**src/rtl/block_slider.sv**
```systemverilog
// block_slider -- control core of a "stack the blocks" game.
//
// A block of width cur_w sweeps left/right across a SCREEN_W-pixel playfield,
// moving STEP pixels on every rising edge of tick. A drop press freezes it and
// the overlap with the previously placed block (initially a centred base block
// of width INIT_W) becomes the next placed block and the width of the next
// moving block. No overlap ends the game; MAX_LEVEL placed blocks wins it.
//
// Ports
//   clk, resetn      clock (rising edge), synchronous active-low reset
//   tick             pacing strobe; only its rising edge moves the block
//   start            start/restart button (rising edge, IDLE or OVER only)
//   drop             drop button (rising edge, MOVE only)
//   x_pos, cur_w     left edge and width of the moving block
//   dir              1 = moving right, 0 = moving left
//   level            number of blocks placed this game
//   place_valid      one-cycle strobe qualifying place_x / place_w
//   place_x, place_w left edge and width of the block just placed
//   game_over, win   game ended / ended by reaching MAX_LEVEL
//   state_dbg        FSM state: 0 IDLE, 1 MOVE, 2 CHECK, 3 PLACE, 4 OVER
//
// Handshake: place_valid is a strobe with no back-pressure; place_x/place_w
// are valid exactly in the cycle place_valid is high and hold afterwards.

module block_slider #(
  parameter int SCREEN_W  = 160,
  parameter int INIT_W    = 40,
  parameter int STEP      = 1,
  parameter int MAX_LEVEL = 20
) (
  input  logic       clk,
  input  logic       resetn,
  input  logic       tick,
  input  logic       start,
  input  logic       drop,
  output logic [7:0] x_pos,
  output logic [7:0] cur_w,
  output logic       dir,
  output logic [4:0] level,
  output logic       place_valid,
  output logic [7:0] place_x,
  output logic [7:0] place_w,
  output logic       game_over,
  output logic       win,
  output logic [2:0] state_dbg
);

  typedef enum logic [2:0] {
    S_IDLE  = 3'd0,
    S_MOVE  = 3'd1,
    S_CHECK = 3'd2,
    S_PLACE = 3'd3,
    S_OVER  = 3'd4
  } state_t;

  localparam logic [9:0] SCREEN_W10 = 10'(SCREEN_W);
  localparam logic [7:0] INIT_W8    = 8'(INIT_W);
  localparam logic [7:0] STEP8      = 8'(STEP);
  localparam logic [4:0] MAX_LVL5   = 5'(MAX_LEVEL);
  localparam logic [7:0] BASE_X     = 8'((SCREEN_W - INIT_W) / 2);

  state_t     state_q;
  logic [7:0] x_q, w_q, prev_x_q, prev_w_q, place_x_q, place_w_q;
  logic       dir_q, place_valid_q, over_q, win_q;
  logic [4:0] level_q;
  logic       tick_q, start_q, drop_q;
  // Low for the first cycle after reset so a button already held at reset
  // release is absorbed into the edge-detect registers instead of firing.
  logic       armed_q;

  logic       tick_rise, start_rise, drop_rise;
  logic [9:0] right_sum;
  logic [7:0] lo;
  logic [8:0] hi, cur_end, prev_end;
  logic [7:0] ovl_w;

  assign tick_rise  = armed_q & tick  & ~tick_q;
  assign start_rise = armed_q & start & ~start_q;
  assign drop_rise  = armed_q & drop  & ~drop_q;

  // Edge arithmetic is widened so no intermediate sum wraps.
  assign right_sum = {2'b00, x_q} + {2'b00, w_q} + {2'b00, STEP8};
  assign cur_end   = {1'b0, x_q} + {1'b0, w_q};
  assign prev_end  = {1'b0, prev_x_q} + {1'b0, prev_w_q};
  assign lo        = (x_q > prev_x_q) ? x_q : prev_x_q;
  assign hi        = (cur_end < prev_end) ? cur_end : prev_end;
  assign ovl_w     = 8'(hi - {1'b0, lo});

  always_ff @(posedge clk) begin
    if (!resetn) begin
      state_q       <= S_IDLE;
      x_q           <= '0;
      w_q           <= '0;
      dir_q         <= 1'b0;
      level_q       <= '0;
      place_valid_q <= 1'b0;
      place_x_q     <= '0;
      place_w_q     <= '0;
      over_q        <= 1'b0;
      win_q         <= 1'b0;
      prev_x_q      <= '0;
      prev_w_q      <= '0;
      tick_q        <= 1'b0;
      start_q       <= 1'b0;
      drop_q        <= 1'b0;
      armed_q       <= 1'b0;
    end else begin
      armed_q       <= 1'b1;
      tick_q        <= tick;
      start_q       <= start;
      drop_q        <= drop;
      place_valid_q <= 1'b0;
      case (state_q)
        S_IDLE, S_OVER: begin
          if (start_rise) begin
            state_q  <= S_MOVE;
            x_q      <= '0;
            dir_q    <= 1'b1;
            w_q      <= INIT_W8;
            level_q  <= '0;
            over_q   <= 1'b0;
            win_q    <= 1'b0;
            prev_x_q <= BASE_X;
            prev_w_q <= INIT_W8;
          end
        end
        S_MOVE: begin
          // Drop wins over a coincident tick: the frozen position is the
          // one the player saw when pressing.
          if (drop_rise) begin
            state_q <= S_CHECK;
          end else if (tick_rise) begin
            if (dir_q) begin
              if (right_sum <= SCREEN_W10) x_q <= x_q + STEP8;
              else                         dir_q <= 1'b0;
            end else begin
              if (x_q >= STEP8) x_q <= x_q - STEP8;
              else              dir_q <= 1'b1;
            end
          end
        end
        S_CHECK: begin
          if (hi <= {1'b0, lo}) begin
            state_q <= S_OVER;
            over_q  <= 1'b1;
            win_q   <= 1'b0;
          end else begin
            // Placement bookkeeping is registered here so it is visible in
            // the PLACE cycle alongside the strobe.
            state_q       <= S_PLACE;
            place_valid_q <= 1'b1;
            place_x_q     <= lo;
            place_w_q     <= ovl_w;
            level_q       <= level_q + 5'd1;
            prev_x_q      <= lo;
            prev_w_q      <= ovl_w;
          end
        end
        S_PLACE: begin
          if (level_q == MAX_LVL5) begin
            state_q <= S_OVER;
            over_q  <= 1'b1;
            win_q   <= 1'b1;
          end else begin
            state_q <= S_MOVE;
            x_q     <= '0;
            dir_q   <= 1'b1;
            w_q     <= prev_w_q;
          end
        end
        default: state_q <= S_IDLE;
      endcase
    end
  end

  assign x_pos       = x_q;
  assign cur_w       = w_q;
  assign dir         = dir_q;
  assign level       = level_q;
  assign place_valid = place_valid_q;
  assign place_x     = place_x_q;
  assign place_w     = place_w_q;
  assign game_over   = over_q;
  assign win         = win_q;
  assign state_dbg   = state_q;

endmodule

```
**config.mk**
```make
export PLATFORM = sky130hd
export DESIGN_NAME = block_slider
export DESIGN_NICKNAME = d
export VERILOG_FILES = /design/src/rtl/block_slider.sv
export SDC_FILE = /design/constraint.sdc
export NUM_CORES = 1
export LEC_CHECK = 0
export ABC_AREA = 1
export CELL_PAD_IN_SITES_DETAIL_PLACEMENT = 2
export CELL_PAD_IN_SITES_GLOBAL_PLACEMENT = 2
export CORE_ASPECT_RATIO = 1.25
export CORE_UTILIZATION = 29
export DETAILED_ROUTE_END_ITERATION = 10
export GPL_TIMING_DRIVEN = 0
export HOLD_SLACK_MARGIN = 0.03
export PLACE_DENSITY = 0.89
export SYNTH_ARGS = -nofsm -noshare
export SYNTH_HDL_FRONTEND = slang
export SYNTH_SLANG_ARGS = --single-unit
```
**constraint.sdc**
```tcl
create_clock -name clk -period 4.3 [get_ports clk]
set_input_delay 0.43 -clock clk [delete_from_list [all_inputs] [get_ports clk]]
set_output_delay 0.43 -clock clk [all_outputs]
set_load 0.05 [all_outputs]
```
==> qor.yml <==
yosys:
  synth_seq_cells: 64
  synth_top_family_by_area: "simple AND/OR/NAND/NOR gates"
  synthesis.area_sq_mm: 0.004591
  async_reset_ff_share_pct: 0
  yosys-top-cells-count: "170 x nand2_1, 76 x inv_1, 64 x dfxtp_1"
  syn_inst: 662
  synth-xor-area-share_pct: 4.960
  syn_avg_cell_area_sq_um: 6.935
  synth_compound_area_share_pct: 13.46
  yosys.area.top_type_share_pct: 27.91
  synthFlopType: "dfxtp_1"
  synth_simple_gate_area_share_pct: 30.06
  synth_nets: 717
  yosysWarningCount: 0
  synthAdderAreaFrac_pct: 14.28
  yosysTopAreaCell: "dfxtp_1"
  synthTopCellsByArea: "dfxtp_1 28%, nand2_1 14%, ha_1 13%"
  synthMuxAreaShare_pct: 0
  synth_cell_types: 45
  synth_edf_count: 0
  yosysMostFrequentCell: "nand2_1"
  seq_area_frac_synth_pct: 27.91
cells_and_area:
  fin_nets: 825
  n_antenna_cell: 0
  syn_to_final_growth_pct: 52.00
  final_cells: 987
  final_util_pct: 45.00
  final_layout_size_suffix_gt1_share_pct: 32.77
  fin_area_sq_mm: 0.006978
sta:
  fin_skew_ns: 0.009164
  period_share_pct: 109.7
  hold_violations: 0
  fin_ws_ns: -0.4191
  setup_viol: 43
  fin_crit_ns: 4.719
  finalHoldWorstSlack_ns: 0.4755
  tightest_slew_ns: 0.7238
  maxSlewViolCount: 0
  max-slew-margin-rel_pct: 51.75
  fmax_mhz: 211.9
  grt_setup_unrepaired: "true"
global_route:
  antenna_found_initial: 0
  grt.total_usage_pct: 27.26
  grt-ovfl-total: 0
  grt_max_degree: 12
  first_global_vias: 5809
  grt_pass1_wl_um: 33020
setup_path:
  cp.required_ns: 4.61
  crit_path_top_delay_cell: "dfxtp_4"
  critical_path.max_stage_delay_ns: 0.40
  critPathKind: "register to register"
  startpoint_type: "register"
  cp_top_family: "simple AND/OR/NAND/NOR gates"
  end_kind: "register"
  crit_fanout: 7
  cp_data_arrival_time_ns: 5.03
  crit_buf_inv: 5
  crit_path_frequent_cell: "nand2_2"
power_and_ir_drop:
  p_seq_share_pct: 12.7
  switchingPower_mw: 3.063
  power_density_mw_per_mm2: 831.7
  switching_share_pct: 52.78
  ir_drop_uv: 741.1
  intPower_mw: 2.740
  leakage_nw: 3.067
  pwr-share-comb_pct: 73.7
  clock_power_share_pct: 13.6
  p_total_mw: 5.803
route:
  drt-vias-per-instance: 5.417
  drt-initial-drc-count: 293
  drc: 0
  routedWlPerCell_um: 26.92
  dr.pass1.iters: 5
  ant_nets: 0
  dr_total_vias: 5347
  totalWireLength_um: 26570
clock_tree:
  cts_tree: "yes"
  clock-sinks: 64
  clk_latency_ns: 0.36
  root_buffer: "clkbuf_16"
  cts.path.max_buffers: 2
  htree_levels: 3
  path_clk_slew_ns: 0.06
  cts_buffers: 9
die:
  core_area_sq_mm: 0.01551
  dieArea_sq_mm: 0.01634
  die_w_um: 114.5
  rows: 51
  ios: 49
  initial_core_util_pct: 29.61
  die_h_um: 142.7
status:
  violations: "negative setup slack"
  outcome: "finished, violations left"
place:
  port_buffers: 48
  dpl-instance-area_sq_mm: 0.005343
  placed_cells: 922
  gp_congestion: 0.8550
  hpwl_um: 13790
worst_hold_path:
  hp-class: "register to register"
run:
  max_cap_violations: 0
power groups by stage:
stage                     Sequential, mW  Clock (mW)  Combinational (mW)
final                              0.739       0.787                4.28
after global routing               0.742       0.812                4.45
after CTS                          0.725       0.765                3.12
after detailed placement           0.735           0                2.39
after global placement             0.732           0                2.23
after floorplan                    0.835           0                1.54
routing by layer:
metal  vias up  share of wire, %  GRT usage [%]
met5         -                 0              0
met1      2720                38          28.82
met2       158                53          52.06
met3        95               3.6          3.268
li1       2374                 -              -
met4         0               5.7          14.56
worst reg2reg max path, cell delays in order (launching register included):
cell and delay [ns]:
dfxtp_4 0.40, ha_4 0.17, inv_2 0.05, fa_2 0.38, o21ai_4 0.26, buf_6 0.15
xor2_4 0.21, ha_4 0.24, a21o_1 0.17, o21ai_2 0.20, nand3_2 0.18, inv_4 0.15
buf_8 0.14, o21ai_4 0.09, ha_4 0.33, nand3b_1 0.13, nand2_2 0.15, nand2_2 0.07
nand2_2 0.08, nand2_2 0.07, nand2_2 0.07, nand2_4 0.06, nand3_4 0.11, nand2_8 0.12
nor2_4 0.28, clkbuf_16 0.23, nand3_4 0.09, nand2_2 0.08
kinds of logic (layout without fill, tap and decap cells):
family / count (synthesis) / in the layout
adders and majority gates: 50 / 50
DFF: 64 / 64
AOI/OAI and AO/OA: 107 / 107
xor gates and xnor gates: 26 / 26
and+or+nand+nor: 316 / 316
buffers and inverters: 99 / 212
path summary, 6_finish.rpt:
path | from | to | slack [ns] | depth (start not counted)
max | prev_x_q[0] | place_w[7] | -0.42 | 27
min | game_over | game_over | 0.48 | 2
max reg2reg | prev_x_q[0] | place_w[7] | -0.42 | 27
min reg2reg | game_over | game_over | 0.48 | 2
state kept, by name, indices dropped and copies added, names as in the netlist:
register,flops
prev_x_q,8
drop_q,1
win,1
place_valid,1
tick_q,1
prev_w_q,8
place_x,8
place_w,8
game_over,1
dir,1
armed_q,1
start_q,1
level,5
state_dbg,3
cur_w,8
x_pos,8
placed cells by master (no fill, tap or decap), types with 19 or more instances in the layout:
cell type / n
nand2_1: 126
ha_1: 24
a21oi_1: 36
nand2_2: 38
dfxtp_1: 46
ha_4: 19
nor2_1: 52
inv_1: 70
buf_4: 41
clkdlybuf4s50_1: 48
nand3_1: 39
layout make-up:
type                    count  area, sq um
plain buffers              17        152.6
multi-input cells         499         3681
fillers                  1688         8528
clock inverters             5        56.30
clock buffers              11        242.7
well taps                 212        265.3
flip-flops and latches     64         1321
inverters                  82        322.8
repair buffers             97        935.9
repair_timing:
action                                  4_1_cts  5_1_grt
pin swaps                                    36       56
resized for setup                            75      152
hold buffers                                  0        0
buffers inserted                             27       20
gates cloned                                  1        3
endpoints found under the setup margin       43       43
per-stage QoR:
step | setup WS [ns] | TNS [ns]
floorplan | 0.007688 | 0
CTS | -0.06259 | -0.5492
finish | -0.4191 | -14.16
global placement | -0.4582 | -17.86
global route | -0.6352 | -22.48
detailed placement | -0.7504 | -28.52
Note: power is estimated with default switching activity, not from simulation.
